### config.mk
export PLATFORM = sky130hd
export DESIGN_NAME = debounce_fsm
export DESIGN_NICKNAME = d
export VERILOG_FILES = /design/src/rtl/debounce_fsm.sv
export SDC_FILE = /design/constraint.sdc
export NUM_CORES = 1
export LEC_CHECK = 0
export BUFFER_PORTS_ARGS = -buffer_cell sky130_fd_sc_hd__buf_2
export CAP_MARGIN = 40
export CORE_AREA = 8 8 45 47
export DETAILED_ROUTE_END_ITERATION = 12
export DIE_AREA = 0 0 53 55
export PLACE_DENSITY_LB_ADDON = 0.25
export SLEW_MARGIN = 30
export SYNTH_ARGS = -nofsm -noshare
export SYNTH_HDL_FRONTEND = slang
export SYNTH_SLANG_ARGS = --single-unit
### constraint.sdc
create_clock -name clk -period 1.4 [get_ports clk]
set_input_delay 0.28 -clock clk [delete_from_list [all_inputs] [get_ports clk]]
set_output_delay 0.28 -clock clk [all_outputs]
set_load 0.005 [all_outputs]
### src/rtl/debounce_fsm.sv
// Push-button debouncer: 2-flop synchronizer plus a tick-qualified FSM that
// produces a clean level and single-cycle press/release strobes.
module debounce_fsm #(
    parameter int N_TICKS = 4,
    parameter int CNT_W   = 3
) (
    input  logic clk,
    input  logic reset,
    input  logic tick,
    input  logic btn_in,
    output logic db_level,
    output logic db_press,
    output logic db_release
);

    typedef enum logic [1:0] {
        ZERO  = 2'd0,
        WAIT1 = 2'd1,
        ONE   = 2'd2,
        WAIT0 = 2'd3
    } state_t;

    localparam logic [CNT_W-1:0] LAST = CNT_W'(N_TICKS - 1);

    logic [1:0]       sync;
    logic             btn_s;
    state_t           state, state_n;
    logic [CNT_W-1:0] count, count_n;
    logic             press_n, release_n;

    assign btn_s = sync[1];

    always_ff @(posedge clk or posedge reset) begin
        if (reset) begin
            sync       <= 2'b00;
            state      <= ZERO;
            count      <= '0;
            db_press   <= 1'b0;
            db_release <= 1'b0;
        end else begin
            sync       <= {sync[0], btn_in};
            state      <= state_n;
            count      <= count_n;
            db_press   <= press_n;
            db_release <= release_n;
        end
    end

    // Losing the candidate level always wins over a coincident tick.
    always_comb begin
        state_n   = state;
        count_n   = count;
        press_n   = 1'b0;
        release_n = 1'b0;
        case (state)
            ZERO: begin
                if (btn_s) begin
                    state_n = WAIT1;
                    count_n = '0;
                end
            end
            WAIT1: begin
                if (!btn_s) begin
                    state_n = ZERO;
                    count_n = '0;
                end else if (tick) begin
                    if (count == LAST) begin
                        state_n = ONE;
                        count_n = '0;
                        press_n = 1'b1;
                    end else begin
                        count_n = count + CNT_W'(1);
                    end
                end
            end
            ONE: begin
                if (!btn_s) begin
                    state_n = WAIT0;
                    count_n = '0;
                end
            end
            WAIT0: begin
                if (btn_s) begin
                    state_n = ONE;
                    count_n = '0;
                end else if (tick) begin
                    if (count == LAST) begin
                        state_n   = ZERO;
                        count_n   = '0;
                        release_n = 1'b1;
                    end else begin
                        count_n = count + CNT_W'(1);
                    end
                end
            end
            default: begin
                state_n = ZERO;
                count_n = '0;
            end
        endcase
    end

    assign db_level = (state == ONE) || (state == WAIT0);

endmodule

==> metrics.txt, run 1 <==
area taken by multi-input logic gates 161 um2; Layout area overhead 19.3%; # DRC 0; Max Clock Skew roughly 1.4 ps; die area between 2000 and 3000 um2; GR Util All Layers 6.39%; most common cell after layout, fill and taps aside dfrtp_1; status finished clean; clk_lat worst skew 260 ps; synth warn 0; Fill cells roughly 140; CTS Hold Bufs 1; drt pass-1 iters 1; Worst Tran Pin Value 334 ps; Post-DP HPWL 548 um; drt total wl 719 um; Critical Path Start Type flip-flop; Total Power 0.546 mW; dpl cells between 50 and 60; Initial Util 29.1%; leakage power 0.220 nW; synthesized area 403 um2; Mapped Cells 33; Final setup viols 0; largest net degree at the start of global routing 10; Vias 277; Root Driver clkbuf_4; initial drt markers 0; layout cells sized above 1 30.2%; Final Cycle Share 91.0%; total CTS buffers 3; CP Class reg -> reg; clock buffer depth 2; PwrDens 1140 nW/um2; fin crit period 1270 ps; unrepaired setup endpoints after global routing false; syn avg cell area 12.2 um2; drt via density 4.69; Final Max Tran Viols 0; setup_tns 0 ps; total core area 1380 um2; die width 53 um; Post-CTS Setup Bufs 0; Reg area 225 um2; Setup crit end kind flip-flop; H-Tree Depth 1; CTS tree done; CP Data Required Time 1540 ps; first-pass GRT wire length 1280 um; post_cts resized 0; syn_nets 38; worst vdd ir 0.000449 V; GRT busiest layer met2; clock sinks 9; Synth Register Bits 9; GRT met1 Usage 5.92%; Ant. Diodes 0; Port-buffer cells 6; Cell variety after synth 20; GRT overflow 0; Crit Path Max Fanout 4; met2 Usage GRT 10.2%; WL per Instance 12.2 um; IO Pins 7; routing usage on met3 2.14%; antenna violations before repair 0; Hold Vio Cnt, Final 0; Slew headroom between 70% and 80%; post-synthesis sequential area ratio approximately 56%; routability-driven placement congestion ratio 0.729; row cnt 14; most frequent cells in the layout dfrtp_1 (9), buf_2 (6), clkbuf_4 (3); die height between 50 and 60 um; Worst Hold Class in -> reg; Clk pin slew, worst setup/hold paths 60 ps; crit path DAT 1420 ps; final net count 49; Post-Layout Cell Count 59; post-route ant nets 0; maxcap violations 0; fmax 785 MHz; vias in the first global route approximately 300
metrics by stage:
stage          worst slack (ps)  hold WS (ps)  cell area (um2)  utilization, %
2_1_floorplan               203           108              403               -
3_5_place_dp                133           251              444            32.1
6_report                    126           129              480            34.7
4_1_cts                     124           116              480            34.7
5_1_grt                    54.4           112              480            34.7
3_3_place_gp                168           244              444            32.1
cells in the mapped netlist:
cell type	instances	area [um2]
mux2_2	1	11.3
dlygate4sd1_1	1	8.76
nor2_1	1	3.75
or3_1	1	6.26
nor3b_1	2	15.0
nand2b_1	2	12.5
nand2_1	2	7.51
a21oi_1	1	5.00
nand4_1	1	6.26
and2_1	1	6.26
o311ai_2	1	16.3
o22ai_1	1	6.26
nand4b_1	1	8.76
nor2b_1	2	12.5
o2bb2ai_1	1	8.76
xor2_2	1	16.3
dfrtp_1	9	225
inv_1	2	7.51
nand2_2	1	6.26
ha_1	1	12.5
worst max-delay path, stage by stage (launching register included):
cell and delay, ps:
dfrtp_1 400, ha_1 240, nand4b_1 170, mux2_2 350
final cells by class:
cell class	count	share of cell area [%]
Clock buffer	4	5.47
Sequential cell	9	46.9
Timing Repair Buffer	7	8.33
Multi-Input combinational cell	21	33.6
Tap cell	16	4.17
Inverter	2	1.56
cell families (layout without fill, tap and decap cells):
kind of cell               after synthesis  in the layout  synth area share (%)
and+or+nand+nor                         14             14                  21.1
DFF                                      9              9                  55.9
AOI/OAI and AO/OA                        4              4                  9.01
buffers and inverters                    3             13                  4.04
adders and majority gates                1              1                  3.11
xor gates and xnor gates                 1              1                  4.04
muxes                                    1              1                  2.79
report_power, final:
part	switching (mW)	total [mW]	internal [mW]
registers	0.0178	0.293	0.275
logic	0.0312	0.0595	0.0283
clock network	0.0838	0.193	0.109
layer usage:
| layer | vias to the layer above | wire, um |
|---|---|---|
| li1 | 133 | - |
| met1 | 133 | 270 |
| met2 | 7 | 366 |
| met3 | 4 | 45 |
| met4 | 0 | 36 |
| met5 | - | 0 |
path summary, 6_finish.rpt:
path / from / end / slack [ps] / cells after the start
setup / recovery: count[0] / flip-flop / 130 / 3
hold / removal: btn_in / sync[0] / 130 / 1
setup reg to reg: count[0] / flip-flop / 130 / 3
hold reg to reg: sync[0] / sync[1] / 360 / 0
max in group asynchronous: reset / db_press / 640 / 3
min in group asynchronous: reset / sync[0] / 510 / 3
No activity file was read; power rests on OpenSTA's default activity.
==> run 2: changes to the inputs <==
--- a/config.mk
+++ b/config.mk
@@ -11,6 +11,7 @@
 export DETAILED_ROUTE_END_ITERATION = 12
 export DIE_AREA = 0 0 53 55
 export PLACE_DENSITY_LB_ADDON = 0.25
+export REMOVE_ABC_BUFFERS = 1
 export SLEW_MARGIN = 30
 export SYNTH_ARGS = -nofsm -noshare
 export SYNTH_HDL_FRONTEND = slang
==> metrics.txt, run 2 (same netlist as run 1, synthesis figures left out) <==
total CTS buffers 3; internal power 0.413 mW; GRT overflow 0; CP Buf/Inv Count 0; GR Util All Layers 4.89%; Crit Path Max Fanout 4; Final setup viols 0; most common cell after layout, fill and taps aside dfrtp_1; row cnt 14; slowest CP cell dfrtp_1; Layout area overhead 19.3%; Clk pin slew, worst setup/hold paths 60 ps; H-Tree Depth 1; Sw Ratio 23.8%; Fill cells around 140; status finished clean; met2 Usage GRT between 7 and 8%; CP Data Required Time 1530 ps; Post-CTS Setup Bufs 0; fmax between 700 and 800 MHz; clock sinks 9; routability-driven placement congestion ratio 0.819; largest net degree at the start of global routing 10; combinational share of power 10.9%; Post-DP HPWL ~500 um; initial drt markers 0; cells along the critical path ha_1, nand4b_1, mux2_2; # DRC 0; most frequent cells in the layout dfrtp_1 (9), buf_2 (6), clkbuf_4 (3); Port-buffer cells 6; Root Driver clkbuf_4; layout cells sized above 1 30.2%; switching power 0.129 mW; die area 2920 um2; Worst Hold Class in -> reg; total core area ~1400 um2; Ant. Diodes 0; setup_tns 0 ps; fin crit period 1260 ps; clock buffer depth 2; Final Cycle Share 90.3%; CP Class reg -> reg; vias in the first global route 255; CTS Hold Bufs 1; die width 53 um; post-route ant nets 0; CTS tree done; Post-DP Area 444 um2; Hold Vio Cnt, Final 0; routing usage on met3 roughly 5.3%; Worst Tran Pin Value 329 ps; Critical Path Max Stage Delay 400 ps; worst vdd ir 0.000697 V; first-pass GRT wire length 993 um; GRT met1 Usage 4.17%; IO Pins 7; drt pass-1 iters 1; PwrDens 1130 nW/um2; post_cts resized 0; crit path DAT 1400 ps; Fin Hold WS 137 ps; maxcap violations 0; Critical Path Start Type flip-flop; Flop pwr share 54.1%; Max Clock Skew 2.00 ps; drt total wl 647 um; die height about 55 um; Slew headroom 78.0%; WL per Instance 11.0 um; unrepaired setup endpoints after global routing false; Setup crit end kind flip-flop; drt via density 4.42; kind of cell adding the most delay to the critical path flip-flops; Final Max Tran Viols 0; Clock power frac roughly a third; final net count 49; antenna violations before repair 0; Initial Util 29.1%; clk_lat worst skew 250 ps; GRT busiest layer met2; Vias 261; leakage power 0.220 nW; Final Instance Area 480 um2
## run 2: cell counts in the layout (fill, tap and decap cells not counted)
No cell type changed its count.
## run 2: final cells by class
type	instances	area (um2)	area share [%]
Clock buffer	4	26.3	5.47
Inverter	2	7.51	1.56
Multi-Input combinational cell	21	161	33.6
Sequential cell	9	225	46.9
Tap cell	16	20.0	4.17
Timing Repair Buffer	7	40.0	8.33
## run 2: worst paths after layout
kind,from,end,slack [ps],cells past startpoint
min in group asynchronous,reset,state[0],530,3
worst min-delay path,btn_in,sync[0],140,1
worst min register to register,sync[0],sync[1],350,0
worst max register to register,count[0],flip-flop,140,3
worst max-delay path,count[0],flip-flop,140,3
max in group asynchronous,reset,asynchronous set/reset pin,630,3
## run 2: through the flow
step                      worst slack [ps]  utilization (%)  cells  total power, mW
final                                  135             34.7     59            0.542
after global routing                   107             34.7     59            0.574
after CTS                              138             34.7     59            0.557
after detailed placement               144             32.1     54            0.356
after global placement                 170             32.1     54            0.354
after floorplan                        203                -     32            0.336
## run 2: worst register-to-register path: stages (launching register included)
cell and delay, ps:
dfrtp_1 400, ha_1 230, nand4b_1 160, mux2_2 350
## run 2: metal layers
layer / wire length, um / up-vias
met2: 316 / 5
met4: 0 / 0
li1: - / 135
met5: 0 / -
met3: 48 / 0
met1: 282 / 121
## run 2: power by group through the flow
stage	clock (mW)	sequential (mW)	combinational [mW]
finish	0.190	0.293	0.0590
global route	0.212	0.296	0.0668
CTS	0.203	0.293	0.0612
detailed placement	0	0.298	0.0584
global placement	0	0.297	0.0567
floorplan	0	0.295	0.0413
